$ cat config.mk
export PLATFORM = sky130hd
export DESIGN_NAME = ssp_itest_ctrl
export DESIGN_NICKNAME = d
export VERILOG_FILES = /design/src/rtl/ssp_itest_ctrl.sv
export SDC_FILE = /design/constraint.sdc
export NUM_CORES = 1
export LEC_CHECK = 0
export BUFFER_PORTS_ARGS = -buffer_cell sky130_fd_sc_hd__buf_4
export CAP_MARGIN = 0
export CORE_MARGIN = 3
export CORE_UTILIZATION = 44
export CTS_BUF_LIST = sky130_fd_sc_hd__clkbuf_8
export CTS_CLUSTER_SIZE = 40
export DETAILED_ROUTE_END_ITERATION = 6
export PLACE_DENSITY = 0.9
export SETUP_SLACK_MARGIN = 0.3
export SLEW_MARGIN = 40
export SYNTH_ARGS = -nofsm -noshare
export SYNTH_HDL_FRONTEND = slang
export SYNTH_SLANG_ARGS = --single-unit
$ cat constraint.sdc
create_clock -name PCLK -period 1.55 [get_ports PCLK]
set_clock_uncertainty 0.05 [all_clocks]
set_input_delay 0.0775 -clock PCLK [delete_from_list [all_inputs] [get_ports PCLK]]
set_output_delay 0.0775 -clock PCLK [all_outputs]
set_load 0.01 [all_outputs]
$ cat src/rtl/ssp_itest_ctrl.sv
// ssp_itest_ctrl: integration-test and test-mode controller for the SSP.
// Holds TCR/ITIP/ITOP/ITCAP, muxes functional inputs/outputs against the
// test registers, provides loopback and the test-FIFO read increment.
// Optional feature macro: SSP_ITEST_PULSE_EN (auto-clearing ITOP pulse mode).
// Handshake note: all strobes (TCRWr/ITIPWr/ITOPWr) are single-cycle
// qualifiers sampled on the PCLK rising edge; there is no back-pressure.
module ssp_itest_ctrl #(
   parameter int NUM_OUT      = 14,
   parameter int NUM_IN       = 2,
   parameter int DW           = 16,
   parameter int PULSE_CYCLES = 4
) (
   input  logic               PCLK,
   input  logic               PRESETn,
   input  logic [DW-1:0]      PWDATAIn,
   input  logic               TCRWr,
   input  logic               ITIPWr,
   input  logic               ITOPWr,
   input  logic               TDRRd,
   input  logic               LBM,
   input  logic               SSPRXD,
   input  logic               TXD,
   input  logic [NUM_IN-1:0]  FuncIn,
   input  logic [NUM_OUT-1:0] FuncOut,
   output logic               IntSSPRXD,
   output logic [NUM_IN-1:0]  IntIn,
   output logic [NUM_OUT-1:0] IntOut,
   output logic [3:0]         SSPTCR,
   output logic [NUM_OUT-1:0] SSPITOP,
   output logic [NUM_OUT-1:0] SSPITCAP,
   output logic               ITEN,
   output logic               TESTFIFO,
   output logic               PulseBusy,
   output logic               TestTXFInc
);

`ifdef SSP_ITEST_PULSE_EN
   localparam logic [3:0] TCR_MASK = 4'b1111;
`else
   // Without pulse support the PULSE bit is never stored and reads 0.
   localparam logic [3:0] TCR_MASK = 4'b1011;
`endif

   logic [3:0]         tcr;
   logic [3:0]         tcr_next;
   logic [NUM_IN-1:0]  itip;
   logic [NUM_OUT-1:0] itop;
   logic [NUM_OUT-1:0] itcap;
   logic               del_tdrrd;
   logic               unused_wdata;

   // TCR value as it will be after this edge; pulse start/abort decisions
   // look at it so a simultaneous TCR write takes priority over pulse mode.
   assign tcr_next     = TCRWr ? (PWDATAIn[3:0] & TCR_MASK) : tcr;
   assign unused_wdata = ^PWDATAIn;

   // Test control register and integration-test input register
   always_ff @(posedge PCLK or negedge PRESETn) begin
      if (!PRESETn) begin
         tcr  <= '0;
         itip <= '0;
      end else begin
         tcr <= tcr_next;
         if (ITIPWr) itip <= PWDATAIn[NUM_IN-1:0];
      end
   end

   // Sticky capture: cleared when CAPEN rises, else OR-accumulate while enabled
   always_ff @(posedge PCLK or negedge PRESETn) begin
      if (!PRESETn) begin
         itcap <= '0;
      end else if (TCRWr && PWDATAIn[3] && !tcr[3]) begin
         itcap <= '0;
      end else if (tcr[3]) begin
         itcap <= itcap | FuncOut;
      end
   end

   // Delayed TDR read, only tracked while the test FIFO mode is on
   always_ff @(posedge PCLK or negedge PRESETn) begin
      if (!PRESETn) begin
         del_tdrrd <= 1'b0;
      end else if (tcr[1]) begin
         del_tdrrd <= TDRRd;
      end
   end

`ifdef SSP_ITEST_PULSE_EN
   typedef enum logic {IDLE = 1'b0, PULSE = 1'b1} state_t;
   localparam logic [7:0] CNT_LOAD = 8'(PULSE_CYCLES - 1);

   state_t     state;
   logic [7:0] cnt;
   logic       pulse_mode;
   logic       pulse_busy;

   assign pulse_mode = tcr_next[0] & tcr_next[2];

   // Pulse FSM: owns ITOP, loads/reloads the counter, clears ITOP on expiry or abort
   always_ff @(posedge PCLK or negedge PRESETn) begin
      if (!PRESETn) begin
         state      <= IDLE;
         cnt        <= '0;
         itop       <= '0;
         pulse_busy <= 1'b0;
      end else begin
         case (state)
            IDLE: begin
               if (ITOPWr) begin
                  itop <= PWDATAIn[NUM_OUT-1:0];
                  if (pulse_mode) begin
                     state      <= PULSE;
                     cnt        <= CNT_LOAD;
                     pulse_busy <= 1'b1;
                  end
               end
            end
            PULSE: begin
               if (ITOPWr) begin
                  // Restart; a write that coincides with leaving pulse mode is static
                  itop <= PWDATAIn[NUM_OUT-1:0];
                  cnt  <= CNT_LOAD;
                  if (!pulse_mode) begin
                     state      <= IDLE;
                     pulse_busy <= 1'b0;
                  end
               end else if (!pulse_mode || cnt == 8'd0) begin
                  itop       <= '0;
                  state      <= IDLE;
                  pulse_busy <= 1'b0;
               end else begin
                  cnt <= cnt - 8'd1;
               end
            end
         endcase
      end
   end

   assign PulseBusy = pulse_busy;
`else
   // Static ITOP register
   always_ff @(posedge PCLK or negedge PRESETn) begin
      if (!PRESETn) begin
         itop <= '0;
      end else if (ITOPWr) begin
         itop <= PWDATAIn[NUM_OUT-1:0];
      end
   end

   assign PulseBusy = 1'b0;
`endif

   assign IntSSPRXD  = LBM ? TXD : SSPRXD;
   assign IntIn      = tcr[0] ? itip : FuncIn;
   assign IntOut     = tcr[0] ? itop : FuncOut;
   assign SSPTCR     = tcr;
   assign SSPITOP    = itop;
   assign SSPITCAP   = itcap;
   assign ITEN       = tcr[0];
   assign TESTFIFO   = tcr[1];
   assign TestTXFInc = TDRRd & del_tdrrd;

endmodule
; ---- Word-level counts from Yosys, hierarchy flattened
; Cells that the tools add are included.
[word_totals]
mem_bits_ro = 0
memories = 0
ram_bits = 0
regBits = 34
inputBits = 41
output_inout_bits = 53
latch_bits = 0
word_cells = 16
[classes]
addsub = 0
div_mod_pow = 0
n_eq_ne = 0
bitwise = 2
reduce_logical = 4
n_shift = 0
n_lt_le_gt_ge = 0
muxes = 5
multipliers = 0
[ops]
columns = operator, count
row1 = $mux 14, 3
row2 = $or 14x14->14, 1
row3 = $logic_and 1x1->1, 2
row4 = $mux 2, 1
row5 = $reduce_bool 2->1, 1
row6 = $and 1x1->1, 1
row7 = $logic_not 1->1, 1
row8 = $mux 1, 1

; ---- Longest topological paths before layout
; Gate-level depths: netlist of the first run.
[depth]
ltp_word = 3
ltp_mapped = 4
ltp_nobuf = 2

; ---- Worst setup path after synthesis of the first run
; No wires, ideal clock.
[synth_timing]
path_type = flip-flop to output port
start = register tcr[0], in the netlist SSPTCR[0]
end = output IntIn[0]
required_ns = 1.422
arrival_ns = 1.143
stages_incl_launch_ff = 4
path_buffers = 2
path_slack_ns = 0.280
cell_sequence = dfrtp_1 > buf_2 > buf_4 > mux2_1
[synth_via]
elab_chain_len = 1
[synth_lines]
columns = item, line
row1 = "start, declared", 44  ; logic [3:0] tcr;
row2 = "start signal, assigned", 63  ; tcr <= tcr_next;
row3 = $mux 2, 154  ; assign IntIn = tcr[0] ? itip : FuncIn;
row4 = "end, declared", 26  ; output logic [NUM_IN-1:0] IntIn,
; Every way passes these cells.

; ---- Final worst setup path of the first run
[layout_timing]
start = register tcr[0], in the netlist SSPTCR[0]
end = output IntOut[7]
[layout_via]
elab_chain_len = 1
[layout_lines]
columns = item, line
row1 = $mux 14, 155  ; assign IntOut = tcr[0] ? itop : FuncOut;
row2 = "end, declared", 27  ; output logic [NUM_OUT-1:0] IntOut,
; Every way passes these cells.

==> results.ini, run 1 <==
[die]
fp.dieW_um=65.7
fp.dieH_um=65.7
dieArea_um2=4320
io_pins=94
start_util_pct=46.3
coreArea_um2=3390
rows=21

[sta]
post-route-period-util_pct=93.5
setup_viol=0
hold_viol=0
setup_tns_ns=0
min_period_ns=1.45
grt_setup_unrepaired=true
hold_ws_ns=0.0102
clock.fmax_mhz=690
drv_slew=0

[routing]
avgViaCountPerCell=5.13
wirelength_um=5090
routedWlPerCell_um=18.9
drc_errors=0
dr.pass1.iters=4
vias=1379
postRouteAntennaNets=0
drt_iter0_markers=61

[logic_synthesis]
yosysTopAreaCellShare_pct=54.2
ys_seq_area_share_pct=54.2
netlist_instances=112
postSynthAreaPerCell_um2=14.0
synth_common_cells=mux2_1, dfrtp_1, a21oi_1
ys_ff_latch=34
synth_edf_count=0
synth_top_area_cell=dfrtp_1
synth_flop_cell=dfrtp_1
ys_types=13
syn_area_um2=1570
ys_warn_count=0
ys_async_sr_fraction_pct=100
synth_area_leaders=dfrtp_1, mux2_1, nor2_4
synth.most_common_cell=mux2_1

[finish]
n_fill_cell=197
finalNetCount=263
drive_above_1_share_pct=59.2
area_growth_pct=70.0
diodes=0

[setup_path]
worstPathArrival_ns=1.32
critPathBufInv=2
critical_path_class=reg -> out
cp_top_family=flip-flops
crit_required_ns=1.42
start_kind=flip-flop
path_cells=buf_8 -> mux2_4 -> buf_6
end_kind=output port
path_max_fanout=6
cp_slowest_cell=dfrtp_2
slowest_delay_ns=0.45

[power]
vdd_drop_max_mv=0.563
power_leakage_nw=1.30
power.switching_w=0.000776
pwr-share-clk_pct=24.2
p_sw_share_pct=29.1
pwr_density_cell_nw_per_um2=997
p_seq_share_pct=41.6
p_int_w=0.00189
combinationalPowerShare_pct=34.2

[placed_design]
place.gp.congestion=0.683
port_buffers=89
place_hpwl_um=2910

[cts]
cts_buffers=5
clk_path_buf_depth=2
cts_tree=built
root_buffer=clkbuf_8
clk_latency_ns=0.27
clkTransAtPathRegs_ns=0.07
htreeDepth=2
cts_sinks=34

[global_routing]
antenna_found_initial=0
grt_pass1_vias=1363
use_met1_pct=25.4
grt.busiest_layer=met2
grt_max_degree=35
grt-ovfl-total=0
grt_util_met2_pct=37.9
grt_util_met3_pct=5.81
grt_usage_pct=22.1
grt_pass1_wl_um=7020

[min_path]
holdCritPathClass=in -> reg

[flow_run]
drv_cap=0

[outcome]
status=finished, final reports clean

-- registers in the layout, summed over array words and instances, names as in the netlist --
register	count
SSPITCAP	14
SSPITOP	14
SSPTCR	3
del_tdrrd	1
itip	2
-- area by class of cell --
type	count	area, um^2	share of cell area [%]
multi-input combinational	69	697	26.1
timing repair buffer	112	971	36.4
tap	46	57.6	2.16
clock inverter	2	8.76	0.328
sequential	34	853	32.0
clock buffer	6	82.6	3.09
-- per-stage QoR --
stage	instances	utilization (%)	power [W]	setup slack [ns]	instance area (um^2)
after floorplan	113	-	0.00143	0.324	1580
after global placement	243	66.4	0.00182	0.404	2250
after detailed placement	243	66.4	0.00184	0.342	2250
after CTS	267	73.9	0.00252	0.116	2500
after global routing	269	78.8	0.00280	0.0639	2670
final	269	78.8	0.00266	0.102	2670
-- path summary, 6_finish.rpt --
check                                         startpoint                       end  slack (ns)  cells past startpoint
worst max register to register     SSPTCR[3]$_DFFE_PN0P_   SSPITCAP[0]$_DFFE_PN0P_        0.35                      3
worst min-delay path                         FuncOut[13]  SSPITCAP[13]$_DFFE_PN0P_        0.01                      3
worst max-delay path               SSPTCR[0]$_DFFE_PN0P_                 IntOut[7]        0.10                      3
worst min register to register  SSPITCAP[13]$_DFFE_PN0P_  SSPITCAP[13]$_DFFE_PN0P_        0.45                      2
max in group asynchronous                        PRESETn     SSPTCR[0]$_DFFE_PN0P_        0.87                      2
min in group asynchronous                        PRESETn    SSPITOP[3]$_DFFE_PN0P_        0.26                      2
-- kinds of logic after synthesis --
family,synth area share [%]
muxes,26.5
and+or+nand+nor,9.08
AOI/OAI and AO/OA,4.46
other,0.239
buffers and inverters,5.50
DFF,54.2
-- cell usage in the layout (no fill, tap or decap), drive strengths merged --
cell type    instances
mux2                37
and3b                1
dlygate4sd3         16
and2                 1
nor2                14
inv                  1
a21oi               14
clkinv               1
conb                 2
dfrtp               34
buf                 96
clkbuf               6
-- routing by layer --
metal	vias to the layer above	wire length, um
met5	-	0
li1	601	-
met4	0	112
met3	12	492
met1	685	1790
met2	81	2690
-- what timing repair did --
action	CTS	global route
gates resized for setup	2	43
pin swaps	0	0
endpoints found under the hold margin	51	1
gates cloned	0	1
hold buffers	15	1
setup endpoints to repair	17	20
setup buffers	1	0
-- power by group through the flow --
stage / Sequential [W] / Clock [W] / Combinational, W
floorplan: 0.00114 / 0 / 0.000288
global placement: 0.00110 / 0 / 0.000718
detailed placement: 0.00110 / 0 / 0.000736
CTS: 0.00109 / 0.000661 / 0.000772
global route: 0.00112 / 0.000715 / 0.000964
finish: 0.00111 / 0.000644 / 0.000911
-- worst min-delay path, cell delays in order --
cell	delay (ns)
buf_4	0.08
a21oi_1	0.05
nor2_1	0.07
Note: power is estimated with default switching activity, not from simulation.
==> inputs of run 2 (changes only) <==
--- a/config.mk
+++ b/config.mk
@@ -7,12 +7,13 @@
 export LEC_CHECK = 0
 export BUFFER_PORTS_ARGS = -buffer_cell sky130_fd_sc_hd__buf_4
 export CAP_MARGIN = 0
+export CORE_ASPECT_RATIO = 0.9
 export CORE_MARGIN = 3
-export CORE_UTILIZATION = 44
-export CTS_BUF_LIST = sky130_fd_sc_hd__clkbuf_8
+export CORE_UTILIZATION = 43
+export CTS_BUF_LIST = sky130_fd_sc_hd__clkbuf_4 sky130_fd_sc_hd__clkbuf_8 sky130_fd_sc_hd__clkbuf_16
 export CTS_CLUSTER_SIZE = 40
 export DETAILED_ROUTE_END_ITERATION = 6
-export PLACE_DENSITY = 0.9
+export PLACE_DENSITY = 0.89
 export SETUP_SLACK_MARGIN = 0.3
 export SLEW_MARGIN = 40
 export SYNTH_ARGS = -nofsm -noshare
==> results.ini, run 2 (synthesis results as in run 1) <==
[setup_path]
critPathBufInv=2
path_max_fanout=14
worstSetupStartpoint=SSPTCR[0]$_DFFE_PN0P_
slowest_delay_ns=0.43
worstPathArrival_ns=1.34
r2r_end=SSPITCAP[1]$_DFFE_PN0P_
critical_path_class=reg -> out
cp_slowest_cell=dfrtp_2
worst_r2r_path_depth=3
cp_top_family=flip-flops
r2r-start=SSPTCR[3]$_DFFE_PN0P_
crit_required_ns=1.42
start_kind=flip-flop
reg2reg_slack_ns=0.43
end_kind=output port
path_cells=buf_12 -> mux2_1 -> buf_4

[min_path]
hp-start=FuncOut[4]
min_to=SSPITCAP[4]$_DFFE_PN0P_
hold_depth=3
holdCritPathClass=in -> reg

[cts]
clk_latency_ns=0.28
cts_buffers=5
root_buffer=clkbuf_8
clkTransAtPathRegs_ns=0.06
cts_sinks=34
htreeDepth=2
clk_path_buf_depth=2
cts_tree=built

[die]
rows=20
fp.dieH_um=63.3
coreArea_um2=3450
io_pins=94
dieArea_um2=4410
start_util_pct=45.5
fp.dieW_um=69.7

[power]
power_leakage_nw=1.23
totalPowerFinal_w=0.00256
pwr_density_cell_nw_per_um2=990
vdd_drop_max_mv=0.766

[finish]
mostFrequentLayoutCells=buf_4, mux2_1, dfrtp_1, dlygate4sd3_1, a21oi_1
finalNetCount=268
diodes=0
final_common_cell=buf_4
n_fill_cell=224
drive_above_1_share_pct=52.2
area_growth_pct=64.6

[routing]
drt_iter0_markers=35
drc_errors=0
wirelength_um=4130
vias=1280
avgViaCountPerCell=4.71
dr.pass1.iters=4
routedWlPerCell_um=15.2
postRouteAntennaNets=0

[global_routing]
grt_usage_pct=20.4
grt-ovfl-total=0
grt_max_degree=35
grt_pass1_wl_um=6980
grt_pass1_vias=1467
antenna_found_initial=0

[placed_design]
place_hpwl_um=2920
place.gp.congestion=0.706
port_buffers=89

[sta]
min_period_ns=1.47
clock.fmax_mhz=680
grt_setup_unrepaired=true
hold_viol=0
post-route-period-util_pct=94.8
drv_slew=0
setup_viol=0
setup_tns_ns=0

[flow_run]
drv_cap=0

[outcome]
status=finished, final reports clean

run 2: cell count changes in the layout (fill, tap and decap cells not counted):
cell,change
inv_1,-1
buf_4,+22
mux2_1,+15
clkbuf_4,+1
dlygate4sd3_1,+4
buf_8,-2
buf_12,+1
mux2_4,-15
buf_6,-20
run 2: report_power, final:
part | internal [W] | switching, W | leakage (nW)
logic | 0.000453 | 0.000344 | 0.792
clock network | 0.000375 | 0.000296 | 0.0517
registers | 0.00101 | 0.0000807 | 0.387
total | 0.00184 | 0.000722 | 1.23
run 2: worst max-delay path by stage:
stage	cells past startpoint	slack, ns	end
6_report	3	0.08	IntOut[8]
4_1_cts	3	0.07	IntOut[8]
5_1_grt	3	0.03	IntOut[3]
2_1_floorplan	3	0.32	IntIn[0]
3_3_place_gp	3	0.29	IntOut[9]
3_5_place_dp	3	0.29	IntOut[1]
run 2: timing repair:
action	4_1_cts	5_1_grt
buffers inserted	2	2
pin swaps	0	0
gates resized for setup	2	1
setup endpoints to repair	17	19
endpoints found under the hold margin	56	0
hold buffers	20	0
run 2: metal layers:
layer  up-vias  global-route usage, %  wire length (um)
met3         7                   7.02               370
met4         0                   8.61                65
li1        608                      -                 -
met5         -                      0                 0
met1       610                   21.4              1520
met2        55                   36.9              2170
run 2: worst reg2reg max path, delay by kind of cell, from the launching register on:
family,cells,cell delay [ns]
simple gates,2,0.32
flops,1,0.43
buf+inv,1,0.22
run 2: final cells by class:
cell class	instances	area (um^2)	area share (%)
clock inverter	1	5.00	0.194
timing repair buffer	117	941	36.4
multi-input combinational	69	641	24.8
sequential	34	853	33.0
clock buffer	7	90.1	3.48
tap	44	55.1	2.13
run 2: metrics by stage:
stage	instance area, um^2	hold WS [ns]	util, %	cells	worst slack, ns
3_3_place_gp	2250	-0.00528	65.3	240	0.293
2_1_floorplan	1580	-0.268	-	113	0.324
5_1_grt	2580	0.00414	74.9	272	0.0273
6_report	2580	0.00923	74.9	272	0.0802
3_5_place_dp	2250	-0.00189	65.3	240	0.287
4_1_cts	2570	0.00158	74.3	270	0.0677
==> inputs of run 3 (changes only) <==
--- a/config.mk
+++ b/config.mk
@@ -6,7 +6,7 @@
 export NUM_CORES = 1
 export LEC_CHECK = 0
 export BUFFER_PORTS_ARGS = -buffer_cell sky130_fd_sc_hd__buf_4
-export CAP_MARGIN = 0
+export CAP_MARGIN = 20
 export CORE_ASPECT_RATIO = 0.9
 export CORE_MARGIN = 3
 export CORE_UTILIZATION = 43
@@ -14,6 +14,7 @@
 export CTS_CLUSTER_SIZE = 40
 export DETAILED_ROUTE_END_ITERATION = 6
 export PLACE_DENSITY = 0.89
+export RECOVER_POWER = 50
 export SETUP_SLACK_MARGIN = 0.3
 export SLEW_MARGIN = 40
 export SYNTH_ARGS = -nofsm -noshare
==> results.ini, run 3 (synthesis results as in run 1) <==
[finish]
drive_above_1_share_pct=47.8
finalNetCount=268
area_growth_pct=62.1
final_core_util_pct=73.7
mostFrequentLayoutCells=buf_4, mux2_1, dfrtp_1, dlygate4sd3_1, a21oi_1
final_common_cell=buf_4
instances_no_fill=272
diodes=0
n_fill_cell=238

[placed_design]
place.gp.congestion=0.706
port_buffers=89
place_hpwl_um=2920
dpl.cell_count=240
place_ws_ns=0.287

[sta]
setup_tns_ns=0
setup_viol=0
drv_slew=0
min_period_ns=1.47
clock.fmax_mhz=680
post-route-period-util_pct=94.9
timing.final.ws_setup_ns=0.0786
relSlewSlack_pct=45.6
worst_slew_pin_slew_ns=0.816
hold_viol=0
grt_setup_unrepaired=true

[setup_path]
endpoint=IntOut[8]
reg2reg_slack_ns=0.43
r2r_end=SSPITCAP[1]$_DFFE_PN0P_
worstSetupStartpoint=SSPTCR[0]$_DFFE_PN0P_
start_kind=flip-flop
r2r-start=SSPTCR[3]$_DFFE_PN0P_
path_cells=buf_12 -> mux2_1 -> buf_4
cp_slowest_cell=dfrtp_2
worst_r2r_path_depth=3
critical_path_class=reg -> out
end_kind=output port
path_max_fanout=14
crit_required_ns=1.42
worstPathArrival_ns=1.34
slowest_delay_ns=0.43

[cts]
cts_tree=built
clk_latency_ns=0.28
cts_sinks=34
cts_buffers=5
root_buffer=clkbuf_8
clk_path_buf_depth=2
clkTransAtPathRegs_ns=0.06
htreeDepth=2

[global_routing]
grt_max_degree=35
grt_util_met2_pct=36.9
grt_usage_pct=20.4
antenna_found_initial=0
use_met1_pct=21.4
grt-ovfl-total=0
grt_pass1_vias=1467
grt_pass1_wl_um=6980
grt_util_met3_pct=7.02
grt.busiest_layer=met2

[power]
pwr_density_cell_nw_per_um2=995
power_leakage_nw=1.19
totalPowerFinal_w=0.00253
vdd_drop_max_mv=0.765

[min_path]
holdCritPathClass=in -> reg

[flow_run]
drv_cap=0

[routing]
avgViaCountPerCell=4.75
wirelength_um=4140
postRouteAntennaNets=0
drc_errors=0
routedWlPerCell_um=15.2
vias=1293
dr.pass1.iters=4
drt_iter0_markers=39

[outcome]
status=finished, final reports clean

[die]
fp.dieW_um=69.7
rows=20
dieArea_um2=4410
io_pins=94
start_util_pct=45.5
fp.dieH_um=63.3
coreArea_um2=3450

==> run 3: cell count changes in the layout (fill, tap and decap cells not counted) <==
| cell | delta |
|---|---|
| buf_4 | -22 |
| clkbuf_1 | +10 |
| clkbuf_2 | +1 |
| clkbuf_4 | +11 |
==> run 3: cell type report <==
type / instances / area [um^2] / share of cell area [%]
flip-flops and latches: 34 / 853 / 33.5
multi-input cells: 69 / 641 / 25.2
clock inverters: 1 / 5.00 / 0.197
repair buffers: 117 / 901 / 35.4
clock buffers: 7 / 90.1 / 3.54
well taps: 44 / 55.1 / 2.16
==> run 3: critical path: cells and delay by family (launching register included) <==
family,cells,cell delay [ns]
buffers and inverters,2,0.31
DFF,1,0.43
muxes,1,0.32
==> run 3: timing repair <==
item                       CTS  global route
resized for setup            2             1
setup endpoints to repair   17            19
pin swaps                    0             0
hold buffers                20             0
hold endpoints to repair    56             0
buffers inserted             2             2
==> run 3: power breakdown <==
part           total [W]  internal (W)  switching (W)
Sequential       0.00109       0.00101      0.0000804
Combinational   0.000769      0.000426       0.000344
Clock           0.000674      0.000375       0.000299
Total            0.00253       0.00181       0.000723
==> run 3: layer usage <==
layer	vias to the layer above	part of all wire [%]
met3	8	8.9
li1	609	-
met5	-	0
met4	0	1.5
met2	58	53
met1	618	37
==> run 3: worst min path at each step <==
stage               startpoint                 endpoint  slack (ns)  cells after the start
floorplan              PRESETn  SSPITCAP[0]$_DFFE_PN0P_       -0.27                      0
global placement       PRESETn  SSPITOP[11]$_DFFE_PN0P_      -0.005                      1
detailed placement     PRESETn  SSPITOP[11]$_DFFE_PN0P_      -0.002                      1
CTS                 FuncOut[4]  SSPITCAP[4]$_DFFE_PN0P_       0.002                      3
global route        FuncOut[8]  SSPITCAP[8]$_DFFE_PN0P_       0.004                      3
finish              FuncOut[4]  SSPITCAP[4]$_DFFE_PN0P_       0.007                      3
==> run 3: through the flow <==
stage               area (um^2)  hold WS (ns)
CTS                        2570       0.00158
finish                     2540       0.00661
detailed placement         2250      -0.00189
global route               2540       0.00384
floorplan                  1580        -0.268
global placement           2250      -0.00528
